<file path="src/rtl/counter_bank_pkg.sv">
// counter_bank_pkg
// Shared definitions for the counter bank.
// Provides:
//   - default sizes for the bank
//   - the wrap/saturate mode enum
//   - idx_w(): the width of a channel index, never less than one bit
//   - mode_of(): maps the integer SATURATE parameter onto the mode enum
package counter_bank_pkg;

  localparam int DEF_NUM_CH = 4;
  localparam int DEF_WIDTH  = 32;
  localparam int DEF_STEP_W = 4;

  typedef enum logic {
    CNT_WRAP = 1'b0,
    CNT_SAT  = 1'b1
  } cnt_mode_e;

  // A single-channel bank still needs a one-bit index port.
  function automatic int idx_w(input int n);
    int w;
    w = $clog2(n);
    return (w < 1) ? 1 : w;
  endfunction

  function automatic cnt_mode_e mode_of(input int saturate);
    return (saturate != 0) ? CNT_SAT : CNT_WRAP;
  endfunction

endpackage

</file>
<file path="src/rtl/counter_chan.sv">
// counter_chan
// One event-counter channel with clear, load, step increment and a sticky
// overflow flag.
// Ports:
//   clk      rising-edge clock
//   rst      asynchronous active-low reset
//   clr      synchronous clear (highest priority)
//   load     parallel load strobe for this channel
//   load_val value to load
//   inc      increment request
//   step     amount added on inc
//   ovf_clr  clear of the sticky overflow flag
//   count    current counter value
//   ovf      sticky overflow flag
module counter_chan
  import counter_bank_pkg::*;
#(
  parameter int WIDTH    = DEF_WIDTH,
  parameter int STEP_W   = DEF_STEP_W,
  parameter int SATURATE = 0
) (
  input  logic              clk,
  input  logic              rst,
  input  logic              clr,
  input  logic              load,
  input  logic [WIDTH-1:0]  load_val,
  input  logic              inc,
  input  logic [STEP_W-1:0] step,
  input  logic              ovf_clr,
  output logic [WIDTH-1:0]  count,
  output logic              ovf
);

  localparam cnt_mode_e MODE = mode_of(SATURATE);

  // The sum is wide enough that neither operand is truncated, even when
  // the step input is wider than the counter itself.
  localparam int SUM_W = (STEP_W > WIDTH) ? STEP_W + 1 : WIDTH + 1;

  logic [SUM_W-1:0] sum;
  logic             carry;
  logic [WIDTH-1:0] inc_val;
  logic             inc_ovf;

  // Increment datapath: any bit above the counter width is a carry out,
  // which is the overflow event. An overflow only counts when the increment
  // actually wins the update priority over clear and load.
  always_comb begin
    sum     = {{(SUM_W-WIDTH){1'b0}}, count} + {{(SUM_W-STEP_W){1'b0}}, step};
    carry   = |sum[SUM_W-1:WIDTH];
    inc_val = sum[WIDTH-1:0];
    if (carry && (MODE == CNT_SAT)) begin
      inc_val = '1;
    end
    inc_ovf = inc && !clr && !load && carry;
  end

  // Counter register with clear > load > increment priority. The flag set
  // wins over a same-cycle flag clear so an overflow is never lost.
  always_ff @(posedge clk or negedge rst) begin
    if (!rst) begin
      count <= '0;
      ovf   <= 1'b0;
    end else begin
      if (clr) begin
        count <= '0;
      end else if (load) begin
        count <= load_val;
      end else if (inc) begin
        count <= inc_val;
      end

      if (inc_ovf) begin
        ovf <= 1'b1;
      end else if (ovf_clr) begin
        ovf <= 1'b0;
      end
    end
  end

endmodule

</file>
<file path="src/rtl/counter_bank.sv">
// counter_bank
// Bank of NUM_CH independent event counters with a registered indexed
// read-back port.
// Ports:
//   clk      rising-edge clock
//   rst      asynchronous active-low reset
//   inc      per-channel increment request
//   step     increment amount shared by all channels
//   clr      per-channel synchronous clear
//   load_en  parallel load strobe
//   load_ch  channel to load (out-of-range index loads nothing)
//   load_val value to load
//   ovf_clr  per-channel overflow flag clear
//   rd_en    read request
//   rd_ch    channel to read (out-of-range index reads zero)
//   rd_data  registered read data, pre-update snapshot of the channel
//   rd_valid read data valid, one cycle after rd_en
//   count    all counters flattened, channel 0 in the LSBs
//   ovf      sticky overflow flags
module counter_bank
  import counter_bank_pkg::*;
#(
  parameter int NUM_CH   = DEF_NUM_CH,
  parameter int WIDTH    = DEF_WIDTH,
  parameter int STEP_W   = DEF_STEP_W,
  parameter int SATURATE = 0
) (
  input  logic                       clk,
  input  logic                       rst,
  input  logic [NUM_CH-1:0]          inc,
  input  logic [STEP_W-1:0]          step,
  input  logic [NUM_CH-1:0]          clr,
  input  logic                       load_en,
  input  logic [idx_w(NUM_CH)-1:0]   load_ch,
  input  logic [WIDTH-1:0]           load_val,
  input  logic [NUM_CH-1:0]          ovf_clr,
  input  logic                       rd_en,
  input  logic [idx_w(NUM_CH)-1:0]   rd_ch,
  output logic [WIDTH-1:0]           rd_data,
  output logic                       rd_valid,
  output logic [NUM_CH*WIDTH-1:0]    count,
  output logic [NUM_CH-1:0]          ovf
);

  localparam int IDX_W = idx_w(NUM_CH);

  logic [WIDTH-1:0] chan_count [NUM_CH];
  logic [WIDTH-1:0] rd_sel;

  // One channel per generate iteration. The load decode compares against
  // every legal index only, so an out-of-range load_ch selects nothing.
  for (genvar g = 0; g < NUM_CH; g++) begin : g_chan
    logic load_sel;

    assign load_sel = load_en && (load_ch == IDX_W'(g));

    counter_chan #(
      .WIDTH    (WIDTH),
      .STEP_W   (STEP_W),
      .SATURATE (SATURATE)
    ) u_chan (
      .clk      (clk),
      .rst      (rst),
      .clr      (clr[g]),
      .load     (load_sel),
      .load_val (load_val),
      .inc      (inc[g]),
      .step     (step),
      .ovf_clr  (ovf_clr[g]),
      .count    (chan_count[g]),
      .ovf      (ovf[g])
    );

    assign count[g*WIDTH +: WIDTH] = chan_count[g];
  end

  // Read mux from the current register values, so the registered result is
  // the value held before the edge that captures it. Out-of-range reads 0.
  always_comb begin
    rd_sel = '0;
    for (int i = 0; i < NUM_CH; i++) begin
      if (rd_ch == IDX_W'(i)) begin
        rd_sel = chan_count[i];
      end
    end
  end

  // Read register: valid follows the request one cycle later, data is only
  // refreshed on a request and otherwise holds its last value.
  always_ff @(posedge clk or negedge rst) begin
    if (!rst) begin
      rd_data  <= '0;
      rd_valid <= 1'b0;
    end else begin
      rd_valid <= rd_en;
      if (rd_en) begin
        rd_data <= rd_sel;
      end
    end
  end

endmodule
</file>
<file path="config.mk">
export PLATFORM = sky130hd
export DESIGN_NAME = counter_bank
export DESIGN_NICKNAME = d
export VERILOG_FILES = /design/src/rtl/counter_bank_pkg.sv /design/src/rtl/counter_chan.sv /design/src/rtl/counter_bank.sv
export SDC_FILE = /design/constraint.sdc
export NUM_CORES = 1
export LEC_CHECK = 0
export ABC_AREA = 1
export CORE_MARGIN = 10
export CORE_UTILIZATION = 54
export DETAILED_ROUTE_END_ITERATION = 8
export GPL_TIMING_DRIVEN = 0
export PLACE_DENSITY = 0.87
export SYNTH_ARGS = -nofsm -noshare
export SYNTH_HDL_FRONTEND = slang
export SYNTH_SLANG_ARGS = --single-unit
</file>
<file path="constraint.sdc">
create_clock -name clk -period 2.7 [get_ports clk]
set_clock_uncertainty 0.15 [all_clocks]
set_input_delay 0.81 -clock clk [delete_from_list [all_inputs] [get_ports clk]]
set_output_delay 0.81 -clock clk [all_outputs]
set_load 0.05 [all_outputs]
</file>
==> impl_metrics.toml <==
[logic_synthesis]
yosysTopAreaCellShare = 0.333
synth.area.top_cells = "dfrtp_1 (33%), nand2_1 (22%), inv_1 (6.5%)"
synth_commonest_cells = "nand2_1 (713), inv_1 (215), nor2_1 (213)"
synthArstFlopShare = 1.00
ys_ff_latch = 165
ys_seq_area_frac = 0.333
yosys.cell_types.count = 39
synth-edff-count = 0
synth_warnings = 0
synth-main-ff-cell = "dfrtp_1"
yosysTopAreaCell = "dfrtp_1"
synth.avg_cell_area_um2 = 6.19
yosysMostFrequentCell = "nand2_1"
syn_inst = 2002
syn_area_um2 = 12400
synth_nets = 2078

[power_and_ir_drop]
seq_power_share = 0.361
power.total_mw = 8.39
p_clk_frac = 0.317
internal_power_mw = 4.93
vdd_drop_max_uv = 395
p_switching_mw = 3.46
power.leakage_nw = 7.80
p_sw_frac = 0.413
power_density_nw_per_um2 = 536
power_frac_comb = 0.322

[floorplanning]
die_h_um = 172
num_io_pins = 221
die_area_um2 = 29400
rows = 55
initial_core_util = 0.547
core_um2 = 22600
die_x_um = 172

[global_route]
grt_pass1_vias = 14440
overflow = 0
grt.total_usage = 0.393
antenna_found_initial = 5
grt_max_degree = 113
grt_pass1_wl_um = 86400

[worst_hold_path]
hp-class = "in -> async"

[timing]
worst_pin_slew_ns = 0.756
setup_ws_ns = -0.00534
fin_hold_ws_ns = 0.135
finalSetupTns_ns = -0.00534
max_clock_freq_ghz = 0.370
slew_viol_final = 0
period_share = 1.00
layout_min_cycle_time_ns = 2.71
setup_viol_count_final = 1
hold_violations = 0
relSlewSlack = 0.496

[clock_tree]
clk_pin_slew_ns = 0.08
cts_buffer_depth = 2
numClockSinks = 165
htreeDepth = 4
cts_made_buffers = 17
clkLatencyLatePin_ns = 0.45
cts_tree = "done"
root_buffer = "clkbuf_16"

[critical_path]
reg2reg_to = "g_chan[3].u_chan.count[24]$_DFFE_PN0P_"
endpoint_kind = "primary output"
crit_required_ns = 1.74
r2r_cells = 11
cp_num_buf_inv = 1
crit_type = "reg -> out"
cpMaxStageDelayCell = "clkdlybuf4s50_1"
critPathArrivalTime_ns = 1.75
reg2reg_setup_slack_ns = 0.30
start_kind = "flop"
cp_top_family = "buffers and inverters"
cp_max_fo = 5
max_stage_delay_ns = 0.85
path_depth = 1
cp_cell_sequence = "clkdlybuf4s50_1"
r2r-start = "g_chan[3].u_chan.count[0]$_DFFE_PN0P_"

[flow_run]
max_cap_violations = 0

[route]
routedWlPerCell_um = 23.1
remaining_drc_errors = 0
dr.pass1.iters = 6
ant_nets = 0
routed_via_density = 6.13
drt_wl_total_um = 58800
num_vias = 15611
dr.first_iter.drc_count = 2344

[placement]
io_buffers = 220
gp_congestion = 1.19
dp_hpwl_um = 44400
pre_cts_ws_ns = -1.27

[cells_and_area]
area_growth_pct = 26.2
fin_nets = 2322
nFillCells = 2026
drive_above_1_share = 0.0571

[outcome]
status = "finished, violations left"
violations = "negative setup slack"
[what timing repair did]
action                                  CTS  global route
resized for setup                       114            47
setup buffers                             0             4
hold buffers                              0             0
endpoints found under the setup margin  181            72
endpoints found under the hold margin     0             0
gates cloned                              0             0
pin swaps                                 0             5
[metal layers]
metal  routed length [um]  track usage  up-vias
li1                     -            -     6989
met1                20800        0.478     7120
met2                24300        0.564     1228
met3                 9660        0.166      264
met4                 3790        0.237       10
met5                  186       0.0361        -
[registers in the layout (all words and copies together), names as in the netlist]
register,cells
g_chan.u_chan.count,128
rd_data,32
g_chan.u_chan.ovf,4
rd_valid,1
[through the flow]
stage / instances / util / cell area [um^2]
floorplan: 2002 / - / 12400
global placement: 2507 / 0.661 / 15000
detailed placement: 2508 / 0.662 / 15000
CTS: 2540 / 0.685 / 15500
global route: 2544 / 0.691 / 15600
finish: 2547 / 0.691 / 15600
[power groups by stage]
stage,clock network (mW),logic [mW],registers [mW]
3_3_place_gp,0,2.63,3.05
5_1_grt,2.74,2.86,3.04
6_report,2.66,2.70,3.03
4_1_cts,2.65,2.62,3.00
3_5_place_dp,0,2.67,3.05
2_1_floorplan,0,0.939,3.65
[cells in the final DEF (no fill, tap or decap), types with 9 or more instances in the layout]
cell	synthesis	final
nand2_1	713	709
inv_1	215	214
nor2_1	213	207
dfrtp_1	165	165
nand3_1	149	148
a21oi_1	146	146
o21ai_0	132	124
clkdlybuf4s50_1	0	101
dlygate4sd2_1	0	96
o22ai_1	38	38
clkbuf_1	31	31
nand4_1	27	27
buf_2	20	21
dlymetal6s2s_1	0	20
a31oi_1	19	19
clkbuf_16	0	17
ha_1	16	16
o211ai_1	14	14
nand3b_1	13	13
buf_4	9	13
nor2_4	6	10
inv_2	8	9
[cells by family (layout without fill, tap and decap cells)]
| group | Yosys count | in the layout | share of synthesized area |
|---|---|---|---|
| muxes | 2 | 2 | 0.00162 |
| and+or+nand+nor | 1149 | 1149 | 0.381 |
| other | 0 | 3 | 0 |
| xor gates and xnor gates | 8 | 8 | 0.00565 |
| DFF | 165 | 165 | 0.333 |
| AOI/OAI and AO/OA | 364 | 364 | 0.161 |
| buffers and inverters | 294 | 551 | 0.0950 |
| adders and majority gates | 20 | 20 | 0.0226 |
[cell type report]
cell class	instances	area, um^2	share of cell area
antenna	3	7.51	0.000480
tap	285	357	0.0228
clock buffer	18	429	0.0274
timing repair buffer	225	2190	0.140
clock inverter	14	189	0.0121
buffer	70	340	0.0217
inverter	224	841	0.0537
multi-input combinational	1543	7170	0.458
sequential	165	4130	0.264
[worst max-delay path by stage]
stage	startpoint	to	slack, ns
final	g_chan[1].u_chan.count[16]$_DFFE_PN0P_	count[48]	-0.005
after global routing	g_chan[3].u_chan.count[1]$_DFFE_PN0P_	count[97]	-0.007
after CTS	g_chan[1].u_chan.count[16]$_DFFE_PN0P_	count[48]	0.002
after detailed placement	step[1]	g_chan[2].u_chan.count[30]$_DFFE_PN0P_	-1.27
after global placement	rst	g_chan[2].u_chan.count[31]$_DFFE_PN0P_	-6.46
after floorplan	step[0]	g_chan[3].u_chan.count[30]$_DFFE_PN0P_	0.16
(Power assumes the default switching activity.)
==> RTL edit: new RTL, same flow settings <==
`DEF_WIDTH`: 32 -> 24.
--- a/src/rtl/counter_bank_pkg.sv
+++ b/src/rtl/counter_bank_pkg.sv
@@ -9,5 +9,5 @@
 
   localparam int DEF_NUM_CH = 4;
-  localparam int DEF_WIDTH  = 32;
+  localparam int DEF_WIDTH  = 24;
   localparam int DEF_STEP_W = 4;
 
Ports: changed (resized count, load_val and rd_data); port bits go from 221 to 173. The function was not compared with the original's and may differ.
==> RTL edit against the unedited design <==
- total power is 14% lower
- design area shrank 24%
- wire length shrank 32%
- largest cell class unchanged
- final cell count down 27%
- die area is 23% lower
- critical path type unchanged
- count of clock-buffer cells in the layout increased by 2
- sequential cell count fell by 40
- area after synthesis decreased by 26%
- worst setup slack improved by 0.020 ns
- first-iteration DRC count fell by 31%
==> RTL edit: results (changes against the unedited design) <==
status:
  outcome: "complete, no violations"  # was finished, violations left
power:
  p_leak_nw: 6.09  # was 7.80 nW
  vdd_ir_drop_max_uv: 503  # was 395 uV
worst_setup_path:
  timing.rr.end: "g_chan[3].u_chan.count[22]"  # was g_chan[3].u_chan.count[24]
  endpoint: "count[72]"  # was count[48]
  crit_family: "buffers and inverters"  # unchanged
  arrival_ns: 1.73  # was 1.75 ns
  rrSetupSlack_ns: 0.33  # was 0.30 ns
  crit_fanout: 4  # was 5
synthesis:
  synthAdderAreaFrac: 0.0304  # was 0.0226
  syn_inst: 1439  # was 2,002
  synth_compound_area_frac: 0.158  # was 0.161
  yosys-top-cells-area: "dfrtp_1 34%, nand2_1 20%, nand3_1 6.6%"  # was dfrtp_1 33%, nand2_1 22%, inv_1 6.5%
  synth_cell_types: 40  # was 39
  yosys.area_share.xor_xnor: 0.0133  # was 0.00565
  seq_area_frac_synth: 0.339  # was 0.333
  synth_mux_area_frac: 0.00217  # was 0.00162
  synth_common_cells: "492 x nand2_1, 161 x inv_1, 125 x dfrtp_1"  # was 713 x nand2_1, 215 x inv_1, 213 x nor2_1
  ys_warn_count: 0  # unchanged
  synth_fp_nets: 1507  # was 2,078
clock_tree:
  cts_resized: 71  # was 114
  numCtsBuffers: 17  # unchanged
  cts_root_buf: "clkbuf_16"  # unchanged
  h-tree-depth: 4  # unchanged
  clk_pin_slew_ns: 0.06  # was 0.08 ns
  clock_latency_ns: 0.43  # was 0.45 ns
global_routing:
  grt_use_met1: 0.434  # was 0.478
  grt.overflow.total: 0  # unchanged
  groute.usage.overall: 0.347  # was 0.393
  antenna_found_initial: 1  # was 5
  grt_max_degree: 66  # was 113
  grt_pass1_vias: 10600  # was 14,400
  grt_pass1_wl_mm: 60.2  # was 86.4 mm
  grtUsageMet2: 0.527  # was 0.564
  use_met3: 0.103  # was 0.166
finish:
  nets: 1701  # was 2,322
  drive_above_1_share: 0.0626  # was 0.0571
  reg_top3: "g_chan.u_chan.count x96, rd_data x24, g_chan.u_chan.ovf x4"  # was g_chan.u_chan.count x128, rd_data x32, g_chan.u_chan.ovf x4
  fill_cells: 1472  # was 2,026
placement:
  dp_slack_ns: -0.978  # was -1.27 ns
  portBuffers: 172  # was 220
  hpwl_mm: 29.9  # was 44.4 mm
  dp_cells: 1832  # was 2,508
  gp_congestion: 1.08  # was 1.19
  dpl_cell_area_mm2: 0.0112  # was 0.0150 mm^2
detailed_routing:
  vias_per_cell: 6.00  # was 6.13
  drtIter0Drc: 1619  # was 2,344
  wire_per_inst_um: 21.4  # was 23.1 um
  totalWireLength_mm: 40.0  # was 58.8 mm
timing:
  final.setup.worst_slack_ns: 0.0144  # was -0.00534 ns
  worstMarginPinSlew_ns: 0.653  # was 0.756 ns
  holdWs_ns: 0.207  # was 0.135 ns
min_path:
  hold_class: "primary input to asynchronous set/reset pin"  # unchanged
## RTL edit: cell type report
cell class                      instances  area, um^2  area share
Antenna cell                            1        2.50    0.000209
Multi-Input combinational cell       1099        5250       0.439
Tap cell                              220         275      0.0230
Timing Repair Buffer                  176        1750       0.146
Sequential cell                       125        3130       0.262
Clock inverter                         11         214      0.0179
Clock buffer                           20         457      0.0382
Inverter                              168         631      0.0527
Buffer                                 46         251      0.0210
## RTL edit: routing by layer
| layer | wire, um | vias up | part of all wire |
|---|---|---|---|
| li1 | - | 5087 | - |
| met1 | 14700 | 5072 | 0.37 |
| met2 | 17600 | 878 | 0.44 |
| met3 | 5390 | 157 | 0.13 |
| met4 | 2300 | 0 | 0.057 |
| met5 | 0 | - | 0 |
## RTL edit: report_power, final
part	switching (W)	internal [W]	total [W]	leakage, nW
registers	0.000302	0.00204	0.00235	1.67
clock network	0.000900	0.00177	0.00267	0.322
logic	0.00153	0.000680	0.00221	4.09
total	0.00273	0.00450	0.00722	6.09
